`src/rtl/branch_resolve_unit.sv`:
```
// branch_resolve_unit
// Branch history table of 2-bit saturating counters plus EX-stage
// misprediction resolver for the 5-stage pipeline.
//   - ID side: combinational prediction for lookup_pc_i.
//   - EX side: trains the table, raises flush_o on a mispredict and
//     supplies the corrected fetch PC.
// Optional build macro: BPRED_BYPASS_EN
//   When defined, a lookup that hits the entry being trained in the same
//   cycle sees the post-update counter instead of the stored one.
module branch_resolve_unit #(
  parameter int ENTRIES = 16,
  parameter int IDX_LSB = 2
) (
  input  logic        clk_i,
  input  logic        rst_i,
  input  logic [31:0] lookup_pc_i,
  output logic        predTaken_o,
  input  logic        Branch_i,
  input  logic        predTaken_i,
  input  logic        zero_i,
  input  logic [31:0] pc_branch_i,
  input  logic [31:0] pc_default_i,
  output logic        flush_o,
  output logic [31:0] redirect_pc_o,
  output logic [31:0] branch_cnt_o,
  output logic [31:0] mispred_cnt_o
);

  localparam int IDX_W = (ENTRIES > 1) ? $clog2(ENTRIES) : 1;

  // Counter encoding: 00 SNT, 01 WNT, 10 WT, 11 ST; prediction is the MSB.
  logic [1:0]       table_q [ENTRIES];
  logic [31:0]      branch_cnt_q;
  logic [31:0]      mispred_cnt_q;

  logic [31:0]      upd_pc;
  logic [IDX_W-1:0] lookup_idx;
  logic [IDX_W-1:0] upd_idx;
  logic [1:0]       cur_ctr;
  logic [1:0]       new_ctr;
  logic             update_en;
  logic             mispredict;
  logic             unused_bits;

  // The branch PC is recovered from its fall-through address; wraps at 0.
  assign upd_pc     = pc_default_i - 32'd4;
  assign lookup_idx = lookup_pc_i[IDX_LSB +: IDX_W];
  assign upd_idx    = upd_pc[IDX_LSB +: IDX_W];

  // Only part of each PC feeds the index; the rest is intentionally ignored.
  assign unused_bits = ^{lookup_pc_i, upd_pc};

  // Reset wins over a branch sitting in EX: nothing is trained or counted.
  assign update_en  = Branch_i & ~rst_i;
  assign mispredict = update_en & (predTaken_i != zero_i);

  assign flush_o       = mispredict;
  assign redirect_pc_o = zero_i ? pc_branch_i : pc_default_i;
  assign branch_cnt_o  = branch_cnt_q;
  assign mispred_cnt_o = mispred_cnt_q;

  // Saturating next value for the entry addressed by the resolving branch.
  always_comb begin
    cur_ctr = table_q[upd_idx];
    new_ctr = cur_ctr;
    if (zero_i) begin
      if (cur_ctr != 2'b11) new_ctr = cur_ctr + 2'b01;
    end else begin
      if (cur_ctr != 2'b00) new_ctr = cur_ctr - 2'b01;
    end
  end

  // ID-stage prediction read, optionally forwarding a same-cycle update.
  always_comb begin
    predTaken_o = table_q[lookup_idx][1];
`ifdef BPRED_BYPASS_EN
    if (update_en && (lookup_idx == upd_idx)) predTaken_o = new_ctr[1];
`else
`endif
  end

  // Table training and statistics; reset reinitialises everything to ST / 0.
  always_ff @(posedge clk_i) begin
    if (rst_i) begin
      for (int i = 0; i < ENTRIES; i++) table_q[i] <= 2'b11;
      branch_cnt_q  <= 32'd0;
      mispred_cnt_q <= 32'd0;
    end else if (Branch_i) begin
      table_q[upd_idx] <= new_ctr;
      branch_cnt_q     <= branch_cnt_q + 32'd1;
      if (mispredict) mispred_cnt_q <= mispred_cnt_q + 32'd1;
    end
  end

endmodule

```
`config.mk`:
```
export PLATFORM = sky130hd
export DESIGN_NAME = branch_resolve_unit
export DESIGN_NICKNAME = d
export VERILOG_FILES = /design/src/rtl/branch_resolve_unit.sv
export SDC_FILE = /design/constraint.sdc
export NUM_CORES = 1
export LEC_CHECK = 0
export CORE_ASPECT_RATIO = 1.2
export CORE_MARGIN = 2
export CORE_UTILIZATION = 45
export CTS_CLUSTER_DIAMETER = 40
export DETAILED_ROUTE_END_ITERATION = 8
export PLACE_DENSITY = 0.81
export SLEW_MARGIN = 20
export SYNTH_ARGS = -nofsm -noshare
export SYNTH_HDL_FRONTEND = slang
export SYNTH_SLANG_ARGS = --single-unit
```
`constraint.sdc`:
```
create_clock -name clk_i -period 3.4 [get_ports clk_i]
set_clock_uncertainty 0.1 [all_clocks]
set_input_delay 0.51 -clock clk_i [delete_from_list [all_inputs] [get_ports clk_i]]
set_output_delay 0.51 -clock clk_i [all_outputs]
set_load 0.05 [all_outputs]
```
# Yosys cells after proc, flatten, opt, wreduce, memory -nomap -nowiden
# Memory sizes are Yosys's and may differ from the RTL's.
# Cells that the tools add are included.
[totals]
latch_bits = 0
inputBits = 101
mem_bits_ro = 0
mem_bits_rw = 32
reg_bits = 64
mem_count = 1
[classes]
reduce_logical = 3
shifts = 0
eq_ne = 2
n_addsub = 5
n_bitwise = 3
mul = 0
muxes = 12
n_div = 0
order_cmp = 0
[mem_list]
columns = ["name", "depth", "word_bits", "rd", "rd_ports_with_merged_regs", "write_ports", "line", "text"]
rows = [
  ["table_q", 16, 2, 2, 0, 16, "32", "logic [1:0] table_q [ENTRIES];"],
]
[op_table]
columns = ["cell", "count"]
rows = [
  ["adder 32 x 1 -> 32 bit (second input constant)", 2],
  ["two-way mux 32 bit", 1],
  ["two-way mux 2 bit", 4],
  ["two-way mux 1 bit", 6],
  ["subtractor 6 x 3 -> 6 bit (second input constant)", 1],
  ["two-way mux 4 bit", 1],
  ["adder 2 x 1 -> 2 bit (second input constant)", 1],
  ["AND 1 bit", 2],
  ["inequality test 2 bit (second input constant)", 1],
  ["AND reduction 2 bit", 1],
  ["nonzero test 2 bit", 1],
  ["OR reduction 2 bit", 1],
  ["subtractor 2 x 1 -> 2 bit (second input constant)", 1],
  ["inequality test 1 bit", 1],
  ["inverter 1 bit", 1],
]

# Depth between registers and ports, before layout
# Gate-level depths: netlist of the first run.
# An unclocked memory read counts as a cell.
[depth]
word_depth = 6
mapped_depth = 8
depth_no_buf = 6

# Worst setup path after synthesis of the first run
# OpenSTA, ideal clock, no wires.
[synth_path]
kind = "input -> register"
startpoint = "input pc_default_i[2]"
endpoint = "memory table_q[12][1] (data pin)"
required_time_ns = 3.021
path_buffers = 2
path_stages = 8
slack_ns = 0.602
arrival_time_ns = 2.418
cell_sequence = "buf_6 -> inv_1 -> ha_1 -> clkbuf_1 -> mux4_2 -> or4_1 -> o311ai_1 -> o21ai_0"
[synth_lines]
columns = ["element", "line", "text"]
rows = [
  ["from (decl)", "22", "input logic [31:0] pc_default_i,"],
  ["to (decl)", "32", ""],
]

# Worst setup path after layout of the first run
[layout_path]
startpoint = "input lookup_pc_i[3]"
endpoint = "output predTaken_o"
[layout_between]
elab_chain_cells = 1
[layout_rtl]
columns = ["element", "line", "text"]
rows = [
  ["from (decl)", "16", "input logic [31:0] lookup_pc_i,"],
  ["memory read (16 x 2 bit)", "n/a", ""],
  ["to (decl)", "17", "output logic predTaken_o,"],
]
# Every way passes these cells.

==> flow_summary_export.csv, run 1 <==
group,metric,value,unit
critical_path,end_kind,"output port",
die,initial_core_util,45.7,%
power_and_ir_drop,p_total,0.00262,W
clock_tree,cts_tree,"built",
routing,vias,5051,
clock_tree,cts.path.max_buffers,2,
global_route,antenna_found_initial,0,
clock_tree,clock-sinks,96,
power_and_ir_drop,clkPwrFrac,35.8,%
cells_and_area,drive_gt1_share,15.9,%
power_and_ir_drop,cellLeakagePower,2.45,nW
yosys,ys_seq_area_share,40.9,%
routing,avgViaCountPerCell,5.68,
sta,max_slew.worst_pin.slew,0.901,ns
critical_path,critical-path-max-stage-delay,0.69,ns
global_route,overflow,0,
critical_path,critPathLaunchType,"input port",
die,die_w,105,um
sta,finalSetupViolations,0,
worst_hold_path,worstHoldPathCells,2,
die,core_area,12000,um^2
cells_and_area,multiInputGateArea,3040,um^2
worst_hold_path,min_from,"branch_cnt_o[31]",
yosys,ys_types,49,
routing,first_pass_iters,4,
power_and_ir_drop,swShare,26.2,%
clock_tree,post_cts_buffers,0,
place,port_buffers,170,
routing,routed_wl,15300,um
die,dieArea,13100,um^2
critical_path,worst_ep_arrival_time,2.49,ns
yosys,synth_nets,669,
place,placed_area,7350,um^2
routing,drt-initial-drc-count,224,
routing,drcViolationCount,0,
cells_and_area,regArea,2240,um^2
clock_tree,cts_root_buffer,"clkbuf_16",
power_and_ir_drop,p_sw,0.000688,W
power_and_ir_drop,powerDensity,344,nW/um^2
sta,finalCritPeriodShare,91.2,%
place,place.gp.congestion,0.847,
critical_path,regToRegStartpoint,"mispred_cnt_o[11]",
worst_hold_path,hold_end,"branch_cnt_o[31]",
clock_tree,cts.clk_slew.worst_paths,0.06,ns
global_route,grt_pass1_wl,24600,um
clock_tree,cts_max_level,3,
sta,rsz0062_at_grt,"no",
cells_and_area,num_antenna_cells,0,
yosys,yosysWarnings,0,
global_route,grt_pass1_vias,5050,
critical_path,critical_path_class,"in2out",
sta,slew_headroom,40.0,%
critical_path,crit_chain,"clkdlybuf4s50_1, mux4_2, mux4_2, buf_4",
die,num_rows,44,
cells_and_area,nets,832,
cells_and_area,fillers,1022,
cells_and_area,stdcell_area,7630,um^2
cells_and_area,syn_to_final_growth,39.2,%
sta,hold_violations,0,
yosys,synth.cell_area,5480,um^2
power_and_ir_drop,p_comb_share,18.6,%
critical_path,r2r_cells,4,
clock_tree,post_cts_resize_count,0,
power_and_ir_drop,intPower,0.00194,W
sta,max_freq,0.323,GHz
power_and_ir_drop,p_seq_share,45.6,%
run,drv_cap,0,
sta,drv_slew,0,
worst_hold_path,hold_path_class,"reg2reg",
critical_path,ff2ff_setup_slack,1.08,ns
critical_path,cp_max_fo,4,
yosys,synthCells,561,
sta,tns,0,ns
die,die_y,125,um
critical_path,critical_path.slowest_cell,"clkdlybuf4s50_1",
clock_tree,clk_latency,0.34,ns
critical_path,critPathRequiredTime,2.79,ns
sta,period_needed,3.10,ns
die,io_pins,199,
global_route,grtUsageTotal,23.0,%
routing,avgRoutedWirePerCell,17.2,um
routing,ant_nets,0,
status,status,"finished, final reports clean",
global_route,grt_max_degree,95,
power_and_ir_drop,ir_drop,0.248,mV
yosys,ys_seq_elements,96,
critical_path,crit_path_frequent_cell,"mux4_2",
clock_tree,numCtsBuffers,9,
yosys,synth_area_per_cell,9.77,um^2
clock_tree,ctsHoldBuffers,0,
place,dp_hpwl,11400,um
critical_path,reg2reg_to,"mispred_cnt_o[30]",
layout make-up:
class	instances	area share, %
Clock buffer	13	3.41
Inverter	15	0.738
Multi-Input combinational cell	418	39.9
Sequential cell	96	29.4
Clock inverter	2	0.197
Tap cell	161	2.64
Timing Repair Buffer	184	23.7
how the worst max path moves through the flow:
stage	start	endpoint
global placement	pc_default_i[2]	table_q[6][1]
CTS	lookup_pc_i[3]	predTaken_o
global route	pc_default_i[2]	table_q[6][1]
finish	lookup_pc_i[3]	predTaken_o
floorplan	pc_default_i[2]	table_q[12][1]
detailed placement	pc_default_i[2]	table_q[5][1]
cell usage after synthesis, drive strengths merged:
master   n  share of area (%)
a311oi   2               0.55
clkbuf  19                1.3
a21oi   26                2.4
edfxtp  32                 18
nor4     9                1.3
o211a    2               0.37
nor4b    1               0.16
inv     15                1.0
or2     17                1.9
or3      6               0.68
mux2    44                9.0
and3     3               0.34
a21o     1               0.14
nand3   21                2.0
mux4    13                5.3
ha       7                1.6
xnor2   11                1.8
o31a     1               0.16
mux2i    2               0.37
o31ai   22                3.0
o311ai   4               0.78
or4     26                3.6
nand3b   1               0.14
xor2    14                2.2
nor2    49                3.4
and4     8                1.3
dfxtp   64                 23
nand4   18                2.6
buf     13                1.3
nor2b   17                1.9
nand2   23                1.6
o22ai    2               0.23
o21ai   39                3.6
and2     6               0.68
and4b    1               0.18
nor3    20                1.8
or4b     2               0.37
sequential cells by signal, summed over array words and instances (netlist names):
register	cells
mispred_cnt_o	32
branch_cnt_o	32
table_q	32
per-stage QoR:
step	util, %	cells	hold WS (ns)	setup WS (ns)
finish	63.6	889	0.393	0.300
global route	63.6	889	0.434	0.229
CTS	63.6	889	0.393	0.294
detailed placement	61.3	874	0.379	0.00806
global placement	61.3	874	0.374	0.126
floorplan	-	561	0.604	0.602
kinds of logic after synthesis:
logic type	synth area share, %
DFF	40.9
xor gates and xnor gates	3.99
adders and majority gates	1.60
buffers and inverters	3.61
AOI/OAI and AO/OA	11.2
and+or+nand+nor	24.0
muxes	14.7
worst max-delay path, delay by kind of cell:
| family | cells | cell delay (ns) |
|---|---|---|
| muxes | 2 | 1.08 |
| buffers and inverters | 2 | 0.89 |
placed cells by master, fill, tap and decap left out, drive strengths merged, types with 13 or more instances in the layout:
| master | instances |
|---|---|
| a21oi | 26 |
| buf | 20 |
| clkbuf | 13 |
| clkdlybuf4s50 | 164 |
| dfxtp | 64 |
| edfxtp | 32 |
| inv | 16 |
| mux2 | 44 |
| mux4 | 13 |
| nand2 | 23 |
| nand3 | 21 |
| nand4 | 18 |
| nor2 | 49 |
| nor2b | 17 |
| nor3 | 20 |
| o21ai | 39 |
| o31ai | 22 |
| or2 | 17 |
| or4 | 26 |
| xor2 | 14 |
power groups by stage:
stage          registers [W]  logic (W)  clock network [W]
5_1_grt              0.00120   0.000515            0.00101
2_1_floorplan        0.00123   0.000260                  0
6_report             0.00120   0.000489           0.000939
3_3_place_gp         0.00122   0.000476                  0
4_1_cts              0.00120   0.000489           0.000967
3_5_place_dp         0.00122   0.000486                  0
per-layer routing:
metal | track usage (%) | routed length, um | up-vias
li1 | - | - | 2436
met1 | 25.0 | 5850 | 2368
met2 | 40.1 | 7420 | 228
met3 | 10.5 | 1780 | 19
met4 | 6.98 | 264 | 0
met5 | 0 | 0 | -
No activity file was read; power rests on OpenSTA's default activity.
==> run 2, diff against run 1 <==
--- a/config.mk
+++ b/config.mk
@@ -10,8 +10,8 @@
 export CORE_UTILIZATION = 45
 export CTS_CLUSTER_DIAMETER = 40
 export DETAILED_ROUTE_END_ITERATION = 8
-export PLACE_DENSITY = 0.81
-export SLEW_MARGIN = 20
+export PLACE_DENSITY_LB_ADDON = 0.1
+export SLEW_MARGIN = 30
 export SYNTH_ARGS = -nofsm -noshare
 export SYNTH_HDL_FRONTEND = slang
 export SYNTH_SLANG_ARGS = --single-unit
==> flow_summary_export.csv, run 2 (same netlist as run 1, synthesis figures left out) <==
group,metric,value,unit
routing,avgRoutedWirePerCell,17.0,um
power_and_ir_drop,cellLeakagePower,2.47,nW
clock_tree,numCtsBuffers,9,
clock_tree,clock-sinks,96,
critical_path,crit_path_frequent_cell,"mux4_2",
critical_path,critical-path-max-stage-delay,0.70,ns
critical_path,critical_path_class,"in2out",
status,status,"finished, final reports clean",
sta,hold_violations,0,
clock_tree,post_cts_buffers,0,
routing,ant_nets,0,
cells_and_area,final_cells,891,
clock_tree,cts_tree,"built",
critical_path,critPathLaunchType,"input port",
clock_tree,cts.path.max_buffers,2,
sta,rsz0062_at_grt,"no",
sta,holdWs,0.390,ns
critical_path,r2r_cells,4,
die,die_y,125,um
cells_and_area,fillers,1021,
die,die_w,105,um
sta,max_slew.worst_pin.slew,0.889,ns
sta,max_freq,0.325,GHz
critical_path,ff2ff_setup_slack,1.03,ns
sta,drv_slew,0,
die,initial_core_util,45.7,%
die,io_pins,199,
sta,period_needed,3.07,ns
critical_path,critPathRequiredTime,2.79,ns
place,place.gp.congestion,0.829,
global_route,grtUsageTotal,23.4,%
sta,tns,0,ns
routing,first_pass_iters,4,
global_route,grt_pass1_wl,25000,um
cells_and_area,final_common_cell,"clkdlybuf4s50_1",
global_route,grt_max_degree,95,
clock_tree,clk_latency,0.34,ns
worst_hold_path,hold_path_class,"reg2reg",
routing,routed_wl,15200,um
die,dieArea,13100,um^2
sta,finalSetupViolations,0,
critical_path,regToRegStartpoint,"mispred_cnt_o[10]",
place,dp.cells,875,
die,num_rows,44,
sta,slew_headroom,40.7,%
power_and_ir_drop,ir_drop,0.272,mV
critical_path,crit_chain,"clkdlybuf4s50_1, mux4_2, mux4_2, buf_4",
critical_path,worst_ep_arrival_time,2.46,ns
place,dp_hpwl,11000,um
routing,avgViaCountPerCell,5.69,
die,core_area,12000,um^2
global_route,overflow,0,
clock_tree,cts_max_level,3,
run,drv_cap,0,
clock_tree,cts.clk_slew.worst_paths,0.06,ns
power_and_ir_drop,powerDensity,360,nW/um^2
place,port_buffers,170,
cells_and_area,syn_to_final_growth,40.1,%
critical_path,critical_path.slowest_cell,"clkdlybuf4s50_1",
cells_and_area,layout_common_cells,"clkdlybuf4s50_1, dfxtp_1, nor2_1, mux2_2, edfxtp_1",
clock_tree,post_cts_resize_count,0,
routing,vias,5068,
critical_path,cp_max_fo,4,
global_route,antenna_found_initial,0,
routing,drcViolationCount,0,
critical_path,reg2reg_to,"mispred_cnt_o[30]",
clock_tree,cts_root_buffer,"clkbuf_16",
critical_path,worstSetupEndpoint,"predTaken_o",
clock_tree,ctsHoldBuffers,0,
critical_path,end_kind,"output port",
cells_and_area,nets,833,
global_route,grt_pass1_vias,4997,
routing,drt-initial-drc-count,261,
cells_and_area,drive_gt1_share,16.3,%
sta,finalCritPeriodShare,90.4,%
cells_and_area,num_antenna_cells,0,
critical_path,crit_start,"lookup_pc_i[3]",
[run 2: cell count changes in the layout (fill, tap and decap cells not counted)]
cell	delta
bufinv_16	+2
clkinv_1	+1
clkbuf_1	-2
clkinv_4	+1
inv_4	-1
clkinv_2	+1
clkbuf_8	-2
buf_4	+1
inv_6	+1
[run 2: worst min path at each step]
stage | startpoint | endpoint | slack (ns) | cells past startpoint
floorplan | branch_cnt_o[31] | branch_cnt_o[31] | 0.60 | 2
global placement | branch_cnt_o[31] | branch_cnt_o[31] | 0.36 | 2
detailed placement | branch_cnt_o[31] | branch_cnt_o[31] | 0.38 | 2
CTS | branch_cnt_o[31] | branch_cnt_o[31] | 0.39 | 2
global route | branch_cnt_o[31] | branch_cnt_o[31] | 0.41 | 2
finish | branch_cnt_o[31] | branch_cnt_o[31] | 0.39 | 2
[run 2: routing by layer]
layer | vias to the layer above | track usage (%) | part of all wire (%)
met1 | 2426 | 26.5 | 40
li1 | 2439 | - | -
met5 | - | 0 | 0
met3 | 14 | 8.48 | 8.5
met4 | 0 | 5.10 | 0.96
met2 | 189 | 42.0 | 51
[run 2: cell type report]
| class | count | area, um^2 | area share (%) |
|---|---|---|---|
| clock buffer | 9 | 225 | 2.93 |
| timing repair buffer | 185 | 1820 | 23.7 |
| multi-input combinational | 418 | 3040 | 39.6 |
| clock inverter | 7 | 95.1 | 1.24 |
| inverter | 15 | 56.3 | 0.733 |
| tap | 161 | 201 | 2.62 |
| sequential | 96 | 2240 | 29.2 |
[run 2: critical path: cells and delay by family]
kind / cells / cell delay, ns
muxes: 2 / 1.05
buffers and inverters: 2 / 0.90
[run 2: power breakdown]
part	total, W	switching [W]	internal, W
registers	0.00120	0.00000626	0.00119
clock network	0.00108	0.000437	0.000646
logic	0.000487	0.000274	0.000213
[run 2: stage by stage]
step	utilization, %	total power, W	setup WS (ns)	instance area (um^2)
6_report	64.0	0.00277	0.328	7680
5_1_grt	64.0	0.00286	0.269	7680
4_1_cts	64.0	0.00279	0.313	7680
3_5_place_dp	61.3	0.00171	0.0788	7360
3_3_place_gp	61.3	0.00170	0.130	7360
2_1_floorplan	-	0.00149	0.602	5480
==> run 3, diff against run 2 <==
--- a/config.mk
+++ b/config.mk
@@ -6,7 +6,6 @@
 export NUM_CORES = 1
 export LEC_CHECK = 0
 export CORE_ASPECT_RATIO = 1.2
-export CORE_MARGIN = 2
 export CORE_UTILIZATION = 45
 export CTS_CLUSTER_DIAMETER = 40
 export DETAILED_ROUTE_END_ITERATION = 8
==> flow_summary_export.csv, run 3 (same netlist as run 1, synthesis figures left out) <==
group,metric,value,unit
power_and_ir_drop,intPower,0.00203,W
critical_path,crit_path_frequent_cell,"mux4_2",
global_route,grtUsageTotal,23.7,%
clock_tree,post_cts_buffers,0,
clock_tree,post_cts_resize_count,0,
clock_tree,clock-sinks,96,
power_and_ir_drop,cellLeakagePower,2.63,nW
clock_tree,ctsHoldBuffers,0,
clock_tree,cts.path.max_buffers,2,
sta,finalCritPeriodShare,89.9,%
sta,max_freq,0.327,GHz
critical_path,critical_path_class,"in2out",
global_route,grt_pass1_wl,23200,um
sta,period_needed,3.06,ns
clock_tree,numCtsBuffers,9,
die,core_area,11700,um^2
critical_path,reg2reg_to,"branch_cnt_o[26]",
cells_and_area,num_antenna_cells,0,
power_and_ir_drop,powerDensity,344,nW/um^2
global_route,grt_pass1_vias,4823,
power_and_ir_drop,swShare,26.0,%
critical_path,end_kind,"output port",
critical_path,critPathLaunchType,"input port",
die,io_pins,199,
power_and_ir_drop,p_sw,0.000713,W
routing,first_pass_iters,4,
power_and_ir_drop,p_seq_share,43.5,%
status,status,"finished, final reports clean",
critical_path,critical_path.slowest_cell,"clkdlybuf4s50_1",
critical_path,critical_path_cell_count,4,
clock_tree,clk_latency,0.34,ns
cells_and_area,drive_gt1_share,20.4,%
critical_path,critical-path-max-stage-delay,0.68,ns
global_route,grt_max_degree,95,
critical_path,ff2ff_setup_slack,1.04,ns
place,port_buffers,170,
critical_path,critPathRequiredTime,2.79,ns
critical_path,crit_chain,"clkdlybuf4s50_1, mux4_2, mux4_2, buf_4",
routing,avgRoutedWirePerCell,17.0,um
place,place.gp.congestion,0.816,
clock_tree,cts_max_level,3,
power_and_ir_drop,clkPwrFrac,35.8,%
run,drv_cap,0,
sta,holdWs,0.394,ns
die,die_y,123,um
critical_path,r2r_cells,5,
cells_and_area,fillers,965,
worst_hold_path,hold_end,"branch_cnt_o[31]",
sta,hold_violations,0,
die,dieArea,12600,um^2
place,dp_hpwl,11200,um
critical_path,regToRegStartpoint,"branch_cnt_o[0]",
critical_path,worst_ep_arrival_time,2.45,ns
cells_and_area,syn_to_final_growth,45.5,%
cells_and_area,layout_common_cells,"clkdlybuf4s50_1, dfxtp_1, nor2_1, mux2_2, buf_12",
sta,rsz0062_at_grt,"no",
sta,max_slew.worst_pin.slew,0.917,ns
worst_hold_path,worstHoldPathCells,2,
worst_hold_path,min_from,"branch_cnt_o[31]",
power_and_ir_drop,p_comb_share,20.7,%
clock_tree,cts_root_buffer,"clkbuf_16",
routing,routed_wl,15100,um
power_and_ir_drop,ir_drop,0.267,mV
critical_path,critPathBufInv,2,
die,die_w,103,um
routing,avgViaCountPerCell,5.69,
die,num_rows,43,
worst_hold_path,hold_path_class,"reg2reg",
global_route,overflow,0,
sta,tns,0,ns
sta,slew_headroom,38.9,%
critical_path,critPathTopFamily,"multiplexers",
routing,ant_nets,0,
cells_and_area,nets,835,
sta,drv_slew,0,
critical_path,cp_max_fo,4,
cells_and_area,final_common_cell,"clkdlybuf4s50_1",
die,initial_core_util,46.7,%
sta,finalSetupViolations,0,
routing,drcViolationCount,0,
clock_tree,cts.clk_slew.worst_paths,0.07,ns
routing,vias,5062,
clock_tree,cts_tree,"built",
routing,drt-initial-drc-count,253,
global_route,antenna_found_initial,0,
[run 3: changes by cell type in the layout (fill, tap and decap cells not counted), sizes merged]
cell / delta
bufinv: -1
clkdlybuf4s50: -29
clkbuf: +1
clkinvlp: +1
buf: +31
inv: -1
[run 3: how the worst max path moves through the flow]
stage | end | start | slack (ns)
after global routing | predTaken_o | lookup_pc_i[3] | 0.26
final | predTaken_o | lookup_pc_i[3] | 0.34
after floorplan | table_q[12][1] | pc_default_i[2] | 0.60
after CTS | predTaken_o | lookup_pc_i[3] | 0.31
after global placement | table_q[2][1] | pc_default_i[2] | 0.16
after detailed placement | table_q[0][1] | pc_default_i[2] | 0.09
[run 3: per-layer routing]
metal  global-route usage (%)  up-vias  routed length (um)
met5                        0        -                   0
met4                     6.25        0                 136
met3                     6.67       10                1320
met2                     43.3      173                7760
met1                     26.8     2444                5890
li1                         -     2435                   -
[run 3: through the flow]
stage               total power, W  utilization (%)  cell area, um^2  instances  setup WS, ns
global route               0.00284             68.0             7980        889         0.265
finish                     0.00275             68.0             7980        889         0.343
global placement           0.00178             65.6             7690        873         0.164
floorplan                  0.00149                -             5480        561         0.602
CTS                        0.00277             68.0             7980        889         0.306
detailed placement         0.00179             65.6             7690        873        0.0919
[run 3: layout make-up]
class	instances	area (um^2)	area share, %
Inverter	15	56.3	0.706
Sequential cell	96	2240	28.1
Clock buffer	10	229	2.87
Clock inverter	6	60.1	0.753
Tap cell	157	196	2.46
Timing Repair Buffer	187	2150	27.0
Multi-Input combinational cell	418	3040	38.1
[run 3: worst register-to-register path, delay by kind of cell (launching register included)]
kind                     cells  cell delay (ns)
flip-flops                   1             0.41
adder cells (fa/ha/maj)      1             0.22
AO/OA/AOI/OAI                1             0.15
AND/OR/NAND/NOR              3             1.39
[run 3: power by group through the flow]
| stage | Combinational (W) | Sequential [W] | Clock, W |
|---|---|---|---|
| after floorplan | 0.000260 | 0.00123 | 0 |
| after global placement | 0.000561 | 0.00122 | 0 |
| after detailed placement | 0.000570 | 0.00122 | 0 |
| after CTS | 0.000571 | 0.00120 | 0.00101 |
| after global routing | 0.000597 | 0.00120 | 0.00105 |
| final | 0.000567 | 0.00120 | 0.000983 |
